### src/rtl/axis_arbiter_pkg.sv
// Shared constants and helpers for the AXI-Stream round-robin arbiter.
// Keeps byte sizing and index wrap arithmetic in one place.
package axis_arbiter_pkg;

    localparam int BYTE_BITS = 8;

    // Next index in a ring of n entries, wrapping from n-1 back to 0.
    function automatic int unsigned wrap_inc(input int unsigned idx, input int unsigned n);
        if (idx + 1 >= n) begin
            return 0;
        end
        return idx + 1;
    endfunction

endpackage

### src/rtl/axis_arbiter_rr_pick.sv
// Round-robin search: first set request at or above ptr, else the lowest set
// request overall, which is the same as an upward search wrapping at REQ_NUM-1.
module axis_arbiter_rr_pick #(
    parameter int REQ_NUM   = 4,
    parameter int IDX_WIDTH = 2
) (
    input  logic [REQ_NUM-1:0]   req,
    input  logic [IDX_WIDTH-1:0] ptr,
    output logic [IDX_WIDTH-1:0] idx,
    output logic                 found
);

    logic [IDX_WIDTH-1:0] idx_hi;
    logic [IDX_WIDTH-1:0] idx_lo;
    logic                 found_hi;
    logic                 found_lo;

    always_comb begin
        idx_hi   = '0;
        idx_lo   = '0;
        found_hi = 1'b0;
        found_lo = 1'b0;
        for (int i = 0; i < REQ_NUM; i++) begin
            if (req[i] && !found_lo) begin
                found_lo = 1'b1;
                idx_lo   = IDX_WIDTH'(i);
            end
            if (req[i] && !found_hi && (IDX_WIDTH'(i) >= ptr)) begin
                found_hi = 1'b1;
                idx_hi   = IDX_WIDTH'(i);
            end
        end
    end

    assign idx   = found_hi ? idx_hi : idx_lo;
    assign found = found_lo;

endmodule

### src/rtl/axis_arbiter.sv
// Packet-level round-robin arbiter merging INTF_NUM AXI-Stream inputs into one
// registered output; the owner stays locked until its tlast beat is accepted.
module axis_arbiter
    import axis_arbiter_pkg::*;
#(
    parameter int AXIS_DATA_WIDTH = 32,
    parameter int SEL_WIDTH       = 2,
    parameter int INTF_NUM        = 4
) (
    input  logic                                        axis_aclk,
    input  logic                                        axis_reset,
    input  logic [INTF_NUM*AXIS_DATA_WIDTH-1:0]         s_axis_sel_tdata,
    input  logic [INTF_NUM*AXIS_DATA_WIDTH/BYTE_BITS-1:0] s_axis_sel_tkeep,
    input  logic [INTF_NUM-1:0]                         s_axis_sel_tvalid,
    input  logic [INTF_NUM-1:0]                         s_axis_sel_tlast,
    output logic [INTF_NUM-1:0]                         s_axis_sel_tready,
    output logic [AXIS_DATA_WIDTH-1:0]                  m_axis_tdata,
    output logic [AXIS_DATA_WIDTH/BYTE_BITS-1:0]        m_axis_tkeep,
    output logic                                        m_axis_tvalid,
    output logic                                        m_axis_tlast,
    input  logic                                        m_axis_tready,
    output logic [SEL_WIDTH-1:0]                        grant_sel,
    output logic                                        grant_busy
);

    localparam int KEEP_W = AXIS_DATA_WIDTH / BYTE_BITS;

    typedef enum logic {
        ST_IDLE = 1'b0,
        ST_BUSY = 1'b1
    } state_t;

    state_t               state;
    logic [SEL_WIDTH-1:0] rr_ptr;
    logic [SEL_WIDTH-1:0] pick_idx;
    logic                 pick_found;

    logic                       out_room;
    logic                       accept;
    logic [AXIS_DATA_WIDTH-1:0] cur_data;
    logic [KEEP_W-1:0]          cur_keep;
    logic                       cur_valid;
    logic                       cur_last;

    axis_arbiter_rr_pick #(
        .REQ_NUM  (INTF_NUM),
        .IDX_WIDTH(SEL_WIDTH)
    ) u_rr_pick (
        .req  (s_axis_sel_tvalid),
        .ptr  (rr_ptr),
        .idx  (pick_idx),
        .found(pick_found)
    );

    // Handshake: a beat moves when valid && ready are both high at a rising
    // edge. The owner sees ready whenever the output register is empty or is
    // being drained on this edge; every other stream sees ready low.
    assign out_room = !m_axis_tvalid || m_axis_tready;

    always_comb begin
        cur_data          = '0;
        cur_keep          = '0;
        cur_valid         = 1'b0;
        cur_last          = 1'b0;
        s_axis_sel_tready = '0;
        for (int i = 0; i < INTF_NUM; i++) begin
            if (grant_sel == SEL_WIDTH'(i)) begin
                cur_data             = s_axis_sel_tdata[i*AXIS_DATA_WIDTH +: AXIS_DATA_WIDTH];
                cur_keep             = s_axis_sel_tkeep[i*KEEP_W +: KEEP_W];
                cur_valid            = s_axis_sel_tvalid[i];
                cur_last             = s_axis_sel_tlast[i];
                s_axis_sel_tready[i] = (state == ST_BUSY) && out_room;
            end
        end
    end

    assign accept = (state == ST_BUSY) && out_room && cur_valid;

    // grant_busy is the FSM state made visible: high exactly while in BUSY.
    assign grant_busy = (state == ST_BUSY);

    always_ff @(posedge axis_aclk or posedge axis_reset) begin
        if (axis_reset) begin
            state         <= ST_IDLE;
            rr_ptr        <= '0;
            grant_sel     <= '0;
            m_axis_tvalid <= 1'b0;
            m_axis_tdata  <= '0;
            m_axis_tkeep  <= '0;
            m_axis_tlast  <= 1'b0;
        end else begin
            case (state)
                ST_IDLE: begin
                    if (pick_found) begin
                        grant_sel <= pick_idx;
                        state     <= ST_BUSY;
                    end
                end
                ST_BUSY: begin
                    if (accept && cur_last) begin
                        state  <= ST_IDLE;
                        rr_ptr <= SEL_WIDTH'(wrap_inc(32'(grant_sel), INTF_NUM));
                    end
                end
                default: state <= ST_IDLE;
            endcase

            // A newly loaded beat wins over clearing valid on a same-edge drain.
            if (accept) begin
                m_axis_tvalid <= 1'b1;
                m_axis_tdata  <= cur_data;
                m_axis_tkeep  <= cur_keep;
                m_axis_tlast  <= cur_last;
            end else if (m_axis_tready) begin
                m_axis_tvalid <= 1'b0;
            end
        end
    end

endmodule

### config.mk
export PLATFORM = sky130hd
export DESIGN_NAME = axis_arbiter
export DESIGN_NICKNAME = d
export VERILOG_FILES = /design/src/rtl/axis_arbiter_pkg.sv /design/src/rtl/axis_arbiter_rr_pick.sv /design/src/rtl/axis_arbiter.sv
export SDC_FILE = /design/constraint.sdc
export NUM_CORES = 1
export LEC_CHECK = 0
export ABC_AREA = 1
export BUFFER_PORTS_ARGS = -buffer_cell sky130_fd_sc_hd__buf_2
export CELL_PAD_IN_SITES_DETAIL_PLACEMENT = 0
export CELL_PAD_IN_SITES_GLOBAL_PLACEMENT = 1
export CORE_ASPECT_RATIO = 0.8
export CORE_MARGIN = 2
export CORE_UTILIZATION = 27
export CTS_BUF_LIST = sky130_fd_sc_hd__clkbuf_4
export DETAILED_ROUTE_END_ITERATION = 6
export PLACE_DENSITY = 0.79
export SETUP_SLACK_MARGIN = 0.3
export SLEW_MARGIN = 20
export SYNTH_ARGS = -nofsm -noshare
export SYNTH_HDL_FRONTEND = slang
export SYNTH_HIERARCHICAL = 1
export SYNTH_SLANG_ARGS = --single-unit
### constraint.sdc
create_clock -name axis_aclk -period 1.9 [get_ports axis_aclk]
set_input_delay 0.095 -clock axis_aclk [delete_from_list [all_inputs] [get_ports axis_aclk]]
set_output_delay 0.095 -clock axis_aclk [all_outputs]
set_load 0.1 [all_outputs]
Yosys cells after proc, flatten, opt, wreduce, memory -nomap -nowiden
Index checks and enable logic that the tools add are counted.

Bitwise operators: 1. $add $sub $neg: 1. Equality and inequality tests: 3. Reductions and logical operators: 25. Mux-type cells: 44. $lt $le $gt $ge: 5.

Operators by type and width (number): 32-bit 2-to-1 mux (4); 1-bit 2-to-1 mux (29); 4-bit 2-to-1 mux (4); 1-bit logical AND (13); 2-bit 2-to-1 mux (6); 1-bit zero test (7); 2-bit equality test, second input constant (2); 1-bit by 2-bit greater-or-equal comparator with 1-bit output, first input constant (2); 2-bit greater-or-equal comparator, first input constant (2); 2-bit AND reduction (2); 2-bit by 1-bit adder with 3-bit output, second input constant (1); 3-bit greater-or-equal comparator, second input constant (1); 2-bit by 1-bit equality test with 1-bit output, second input constant (1); 2-bit zero test (1); 1-bit one-hot mux with 2 select lines (1); 2-bit nonzero test (1); 1-bit logical OR (1); 1-bit NOT (1).

Input port bits: 155. Flip-flop bits (word level): 43.

Depth between registers and ports, before layout
Gate-level depths: netlist of run 1.

Depth in word-level cells: 16. Gate-level depth with buffers: 12. Depth with buffers taken out: 10.

Hierarchy
Netlist of run 1, hierarchy kept.

By module, submodules not included: axis_arbiter (times used 1, cells each 480, area each 3034.2 um2); axis_arbiter_rr_pick (times used 1, cells each 21, area each 83.8 um2).

Worst setup path before layout of run 1
No wires, ideal clock.

Path type: reg2out. Start: register grant_sel[0]. End: output s_axis_sel_tready[3]. Stages on the path, launching flop included: 6. Setup slack: -1.174 ns. Arrival time: 2.979 ns. Path through: dfrtp_1 -> ha_1 -> inv_2 -> buf_2 -> buf_1 -> nor2_1.

Cells in the longest elaborated chain, start to end: 2.

Ends and longest elaborated chain: start, declared (line axis_arbiter.sv:22) `output logic [SEL_WIDTH-1:0] grant_sel,`; start signal, assigned (line axis_arbiter.sv:95) `grant_sel <= pick_idx;`; 2-bit equality test (line axis_arbiter.sv:67) `if (grant_sel == SEL_WIDTH'(i)) begin`; 1-bit 2-to-1 mux (line axis_arbiter.sv:67); end, declared (line axis_arbiter.sv:16) `output logic [INTF_NUM-1:0] s_axis_sel_tready,`.

No other way between the ends.

Worst setup path in the final report of run 1
Start: register grant_sel[0]. End: register m_axis_tdata[6].

Cells in the longest elaborated chain, start to end: 6. Elaborated cells between the ends (all ways): 13. Those cells by class: eq/ne (3); mux (8); reduce/logical (2).

Ends and longest elaborated chain: 2-bit zero test (line axis_arbiter.sv:67); 1-bit 2-to-1 mux (4 in a row) (line axis_arbiter.sv:67); 1-bit logical AND (line axis_arbiter.sv:77) `assign accept = (state == ST_BUSY) && out_room && cur_valid;`; end signal, assigned (line axis_arbiter.sv:111) `m_axis_tdata <= cur_data;`; end, declared (line axis_arbiter.sv:17) `output logic [AXIS_DATA_WIDTH-1:0] m_axis_tdata,`.

Parallel ways exist; a longest one is shown, timed or not. A chain may end at the register's enable or synchronous reset.

==> results of run 1 <==
[repair_timing]
action | 4_1_cts | 5_1_grt
cloned | 2 | 5
endpoints found under the setup margin | 45 | 45
setup buffers | 17 | 0
hold endpoints to repair | 44 | 0
hold buffers | 2 | 0
pin swaps | 6 | 13
gates resized for setup | 34 | 25
[tightest hold or removal path, cell delays in order]
cell	delay, ns
buf_2	0.08
nand2_1	0.04
nand2_1	0.06
nand2_1	0.04
nand2_1	0.05
[state kept, by name, indices dropped and copies added (netlist names)]
signal         count
m_axis_tlast       1
m_axis_tdata      32
m_axis_tkeep       4
grant_busy         1
m_axis_tvalid      1
grant_sel          2
rr_ptr             2
[cell families (layout without fill, tap and decap cells)]
kind of cell | count (synthesis) | count (layout) | synth area share [%]
DFF | 43 | 43 | 34.51
and+or+nand+nor | 333 | 333 | 43.38
adders and majority gates | 4 | 4 | 1.605
AOI/OAI and AO/OA | 71 | 71 | 12.80
buffers and inverters | 50 | 272 | 7.705
[routing by layer]
metal,part of all wire (%),up-vias,GRT usage (%)
met5,0.097,-,0
met4,1.5,2,5.618
met3,8.4,19,5.455
met2,47,167,35.27
met1,43,1892,23.80
li1,-,2028,-
[layout by cell type (no fill, tap or decap)]
master / count
a21oi_1: 53
a21oi_2: 1
a21oi_4: 2
buf_12: 12
buf_16: 1
buf_2: 195
buf_4: 24
buf_6: 8
bufbuf_16: 1
bufinv_16: 1
clkbuf_16: 4
clkbuf_4: 5
clkinv_1: 1
clkinv_2: 1
dfrtp_1: 39
dfrtp_2: 1
dfrtp_4: 3
dlygate4sd3_1: 2
ha_4: 4
inv_1: 8
inv_2: 3
inv_4: 4
inv_6: 2
nand2_1: 230
nand2_2: 20
nand2_4: 4
nand3_1: 23
nand3_2: 4
nor2_1: 22
nor2_4: 5
nor3_1: 1
o211ai_1: 13
o21ai_0: 1
o21ai_1: 1
or2_0: 1
or2_2: 23
[final timing paths]
check / startpoint / endpoint / slack [ns] / depth (start not counted)
setup reg to reg: grant_sel[0]$_DFFE_PP0P_ / m_axis_tdata[6]$_DFFE_PP0P_ / 0.07 / 10
hold reg to reg: m_axis_tdata[21]$_DFFE_PP0P_ / m_axis_tdata[21]$_DFFE_PP0P_ / 0.48 / 2
min in group asynchronous: axis_reset / m_axis_tdata[0]$_DFFE_PP0P_ / 0.41 / 4
max in group asynchronous: axis_reset / grant_sel[0]$_DFFE_PP0P_ / 1.05 / 4
setup / recovery: grant_sel[0]$_DFFE_PP0P_ / m_axis_tdata[6]$_DFFE_PP0P_ / 0.07 / 10
hold / removal: s_axis_sel_tdata[96] / m_axis_tdata[0]$_DFFE_PP0P_ / 0.02 / 5
[metrics by stage]
step	util, %	hold slack (ns)	std cells	area [µm²]	worst slack [ns]
3_5_place_dp	39.38	0.2860	837	4484	0.09432
2_1_floorplan	-	0.2474	501	3241	0.02967
6_report	44.77	0.02078	871	5097	0.07416
4_1_cts	43.13	0.006369	866	4911	0.09777
5_1_grt	44.77	0.02332	871	5097	0.01958
3_3_place_gp	39.38	0.2757	837	4484	0.1531
[layout make-up]
| cell class | count | area (µm²) |
|---|---|---|
| fill | 1196 | 6289 |
| multi-input combinational | 408 | 1997 |
| timing repair buffer | 247 | 1667 |
| sequential | 43 | 1089 |
| tap | 148 | 185.2 |
| inverter | 17 | 83.83 |
| clock inverter | 3 | 38.79 |
| clock buffer | 5 | 37.54 |
==> metrics.txt, run 1 <==
slowest CP cell=dfrtp_4; max_cap viols=0; status=complete, no violations; Synth Flop Type=dfrtp_1; sequential share of the synthesized area=34.51%; Least-Margin Pin Slew=0.5838 ns; Worst Skew=0.01868 ns; Unique masters post-synth=22; critical path's top delay family=flip-flops; mapped cell area=0.003118 mm²; Final Max Tran Viols=0; grt ovf=0; RD Place Congestion=0.8393; vias in the first global route=3901; number of diodes=0; Setup TNS Final=0 ns; Syn Area/Cell=6.224 µm²; GRT Total Usage=20.01%; largest net degree at the start of global routing=44; ys async rst share=100.0%; clock latency on the worst-skew pair=0.36 ns; vias per inst=4.716; Max Fclk=547.7 MHz; CP max stage delay=0.54 ns; Layout Nets=881; Initial Utilization=27.38%; cell taking the most area after synthesis=dfrtp_1; Die Area=0.01243 mm²; initial antenna violation count=1; Syn Nets=660; area added between synthesis and finish=63.48%; hpwl dp=9404 µm; maximum clock insertion buffer count=2; CP Capture Type=flop; Slew headroom=61.08%; Max FO, Critical Path=9; Post-synth top cells=254 x nand2_1, 55 x a21oi_1, 43 x dfrtp_1, 26 x nand3_1, 26 x nor2_1; share of cells above drive strength 1=45.37%; chip width=124.1 µm; first-pass GRT wire length=19260 µm; CP arrival=2.12 ns; Mapped Cells=501; IO buf count=199; htree depth=2; final setup violation count=0; Num CTS Buffers=5; Crit Path Class=reg -> reg; EDFF count, synth=0; most frequent cell after synthesis=nand2_1; Vias=4108; Synth Register Bits=43; TritonCTS clock tree=done; Root Buffer=clkbuf_4; Die Ht=100.1 µm; yosys warns=6; Ports=200; Period minus WS final=1.826 ns; clock sink count=43; drt pass-1 iters=4; cell breakdown of the critical path=buf_6, ha_4, nand2_1, nand3_2, a21oi_4, buf_6, buf_6, buf_12, nand2_1, nand2_1; mean routed wirelength per cell=15.35 µm; # rows=35; RSZ-0062 raised after global routing=true; final WL=13370 µm; CTS clk-pin slew, worst paths=0.15 ns; Worst setup SP type=flop; Synth top area share=34.51%; Final Hold Viols=0; Worst Path Required=2.19 ns; period utilization=96.10%; ranking of synthesized cells by area=dfrtp_1 35%, nand2_1 31%, a21oi_1 8.8%, or2_2 4.6%, nand3_1 4.2%; Iteration-0 DRC Markers=157; WP buf/inv=4; drt drc=0; ANT nets after route=0; Core Region=0.01139 mm²; HP Class=in -> reg
Power of run 1 is not shown: default switching activity piles up to over one toggle a cycle in this logic, so the estimate is an artifact.
==> run 2, diff against run 1 <==
==> constraint.sdc (replaced) <==
create_clock -name axis_aclk -period 1.9 [get_ports axis_aclk]
set_input_delay 0.095 -clock axis_aclk [delete_from_list [all_inputs] [get_ports axis_aclk]]
set_output_delay 0.095 -clock axis_aclk [all_outputs]
set_load 0.05 [all_outputs]
==> run 2 against run 1 <==
Flip-flop and latch count is the same. Highest routed layer is now met4. Sequential share of layout area shrank 0.22 points. Register-to-register slack better by 0.09 ns. Critical endpoint is now m_axis_tdata[5]$_DFFE_PP0P_. Hold slack improved by 0.022 ns. Clock-buffer cell count rose by 1.
==> metrics.txt, run 2 (same netlist as run 1, synthesis figures left out) <==
status=complete, no violations; Reg with most FFs=m_axis_tdata; grt ovf=0 (unchanged); hpwl dp=9319 µm (-0.91%); area added between synthesis and finish=63.64% (about the same); Iteration-0 DRC Markers=212 (+35%); slowest CP cell=dfrtp_2; final std cells w/o fill=871 (unchanged); Slew headroom=66.40% (+5.3 points); mean routed wirelength per cell=14.88 µm (-3.1%); RD Place Congestion=0.8898 (+6.0%); maximum vdd drop=0.9887 mV; vias in the first global route=3995 (+2.4%); final instance area=0.005102 mm² (about the same); Least-Margin Pin Slew=0.5033 ns (-0.08057 ns); Largest register FFs=32 (unchanged); IO buf count=199 (unchanged); TritonCTS clock tree=done; total power=10.49 mW; CTS clk-pin slew, worst paths=0.12 ns (-0.03 ns); Max Fclk=574.9 MHz (+5.0%); GRT Total Usage=20.33% (+0.32 points); setup slack after layout=0.1606 ns (+0.08649 ns); Post-DP Area=0.004339 mm² (-3.2%); Power Dens Cells=2056 mW/mm²; Crit Path Class=reg -> reg; Worst Path Required=2.18 ns (about the same); Final Max Tran Viols=0 (unchanged); Final Hold Viols=0 (unchanged); CP max stage delay=0.49 ns (-0.05 ns); Placed Cells=837 (unchanged); CP arrival=2.02 ns (-0.10 ns); drt drc=0 (unchanged); initial antenna violation count=0 (-1); CP Capture Type=flop; Max FO, Critical Path=5 (-4); Ports=200 (unchanged); HP Class=in -> reg; Period minus WS final=1.739 ns (-0.08649 ns); P_leak=2.910 nW; Worst setup SP type=flop; drt pass-1 iters=4 (unchanged); # rows=35 (unchanged); most frequent cells in the layout=227 x nand2_1, 195 x buf_2, 50 x a21oi_1; pre-CTS setup slack=0.02035 ns (-0.07397 ns); number of diodes=0 (unchanged); Worst Skew=0.002616 ns (-0.01606 ns); final setup violation count=0 (unchanged); htree depth=2 (unchanged); largest net degree at the start of global routing=39 (-11%); most common cell after layout, fill and taps aside=nand2_1; Core Region=0.01139 mm² (unchanged); clock latency on the worst-skew pair=0.33 ns (-0.03 ns); RSZ-0062 raised after global routing=true; clock sink count=43 (unchanged); Vias=4035 (-1.8%); Die Area=0.01243 mm² (unchanged); period utilization=91.55% (-4.6 points); cell breakdown of the critical path=inv_4, ha_4, inv_4, nand2_2, nand3_2, a21oi_4, buf_6, buf_12, clkbuf_16, nand2_2, nand2_1; Layout Nets=883 (+0.23%); first-pass GRT wire length=19510 µm (+1.3%); final WL=12960 µm (-3.1%); vias per inst=4.633 (-1.8%); chip width=124.1 µm (unchanged); Root Buffer=clkbuf_4; Die Ht=100.1 µm (unchanged); biggest regs=m_axis_tdata x32, m_axis_tkeep x4; max_cap viols=0 (unchanged); Num CTS Buffers=5 (unchanged); maximum clock insertion buffer count=2 (unchanged); Initial Utilization=27.38% (unchanged); Setup TNS Final=0 ns (unchanged); Reg2Reg Setup Slack=0.16 ns (+0.09 ns); ANT nets after route=0 (unchanged); share of cells above drive strength 1=46.20% (+0.83 points)
==> run 2: cell count changes in the layout (fill, tap and decap cells not counted), moves of 3 or more <==
| cell | before | now |
|---|---|---|
| buf_8 | 0 | 3 |
| a21oi_1 | 53 | 50 |
| a21oi_2 | 1 | 5 |
| dfrtp_4 | 3 | 0 |
| buf_12 | 12 | 9 |
| nand2_4 | 4 | 7 |
| nand2_1 | 230 | 227 |
==> run 2: worst max-delay path: cells and delay by family, from the launching register on <==
family,cells,cell delay (ns)
buf+inv,5,0.59
fa+ha+maj,1,0.19
flops,1,0.49
compound gates,1,0.14
simple gates,4,0.27
==> run 2: report_power, final <==
group          internal [mW]  leakage (nW)  total [mW]  switching (mW)
clock                  0.147        0.0276       0.426           0.279
sequential              1.36         0.536        1.65           0.290
combinational           3.20          2.35        8.41            5.21
total                   4.71          2.91        10.5            5.78
==> run 2: cell type report <==
class | count | area [µm²]
clock buffers | 6 | 45.04
repair buffers | 249 | 1675
well taps | 148 | 185.2
flip-flops and latches | 43 | 1079
fillers | 1211 | 6284
multi-input cells | 408 | 2029
inverters | 17 | 88.84
==> run 2: timing repair <==
action | in CTS | in global routing
setup endpoints to repair | 45 | 45
gates resized for setup | 78 | 24
gates cloned | 5 | 2
buffers inserted | 16 | 3
endpoints found under the hold margin | 21 | 0
pin swaps | 33 | 24
hold buffers | 2 | 0
==> run 2: path summary, 6_finish.rpt <==
kind                                              startpoint                           end  depth (start not counted)
worst max-delay path                grant_sel[1]$_DFFE_PP0P_   m_axis_tdata[5]$_DFFE_PP0P_                         11
worst min-delay path                   s_axis_sel_tdata[111]  m_axis_tdata[15]$_DFFE_PP0P_                          5
min in group asynchronous                         axis_reset  m_axis_tdata[19]$_DFFE_PP0P_                          3
max in group asynchronous                         axis_reset   m_axis_tdata[4]$_DFFE_PP0P_                          4
worst min register to register  m_axis_tdata[23]$_DFFE_PP0P_  m_axis_tdata[23]$_DFFE_PP0P_                          2
worst max register to register      grant_sel[1]$_DFFE_PP0P_   m_axis_tdata[5]$_DFFE_PP0P_                         11
==> run 2: per-layer routing <==
layer  GRT usage (%)  vias up  wire (µm)
li1                -     2025          -
met1           24.06     1818       5306
met2           36.28      179       6228
met3           5.739       13       1221
met4           4.840        0        204
met5               0        -          0
==> run 2: through the flow <==
| stage | utilization, % | hold slack, ns |
|---|---|---|
| final | 44.81 | 0.04328 |
| after global routing | 44.81 | 0.05051 |
| after detailed placement | 38.11 | 0.1778 |
| after global placement | 38.11 | 0.1597 |
| after floorplan | - | 0.2511 |
| after CTS | 43.44 | 0.02998 |
No activity file was read; power rests on OpenSTA's default activity.
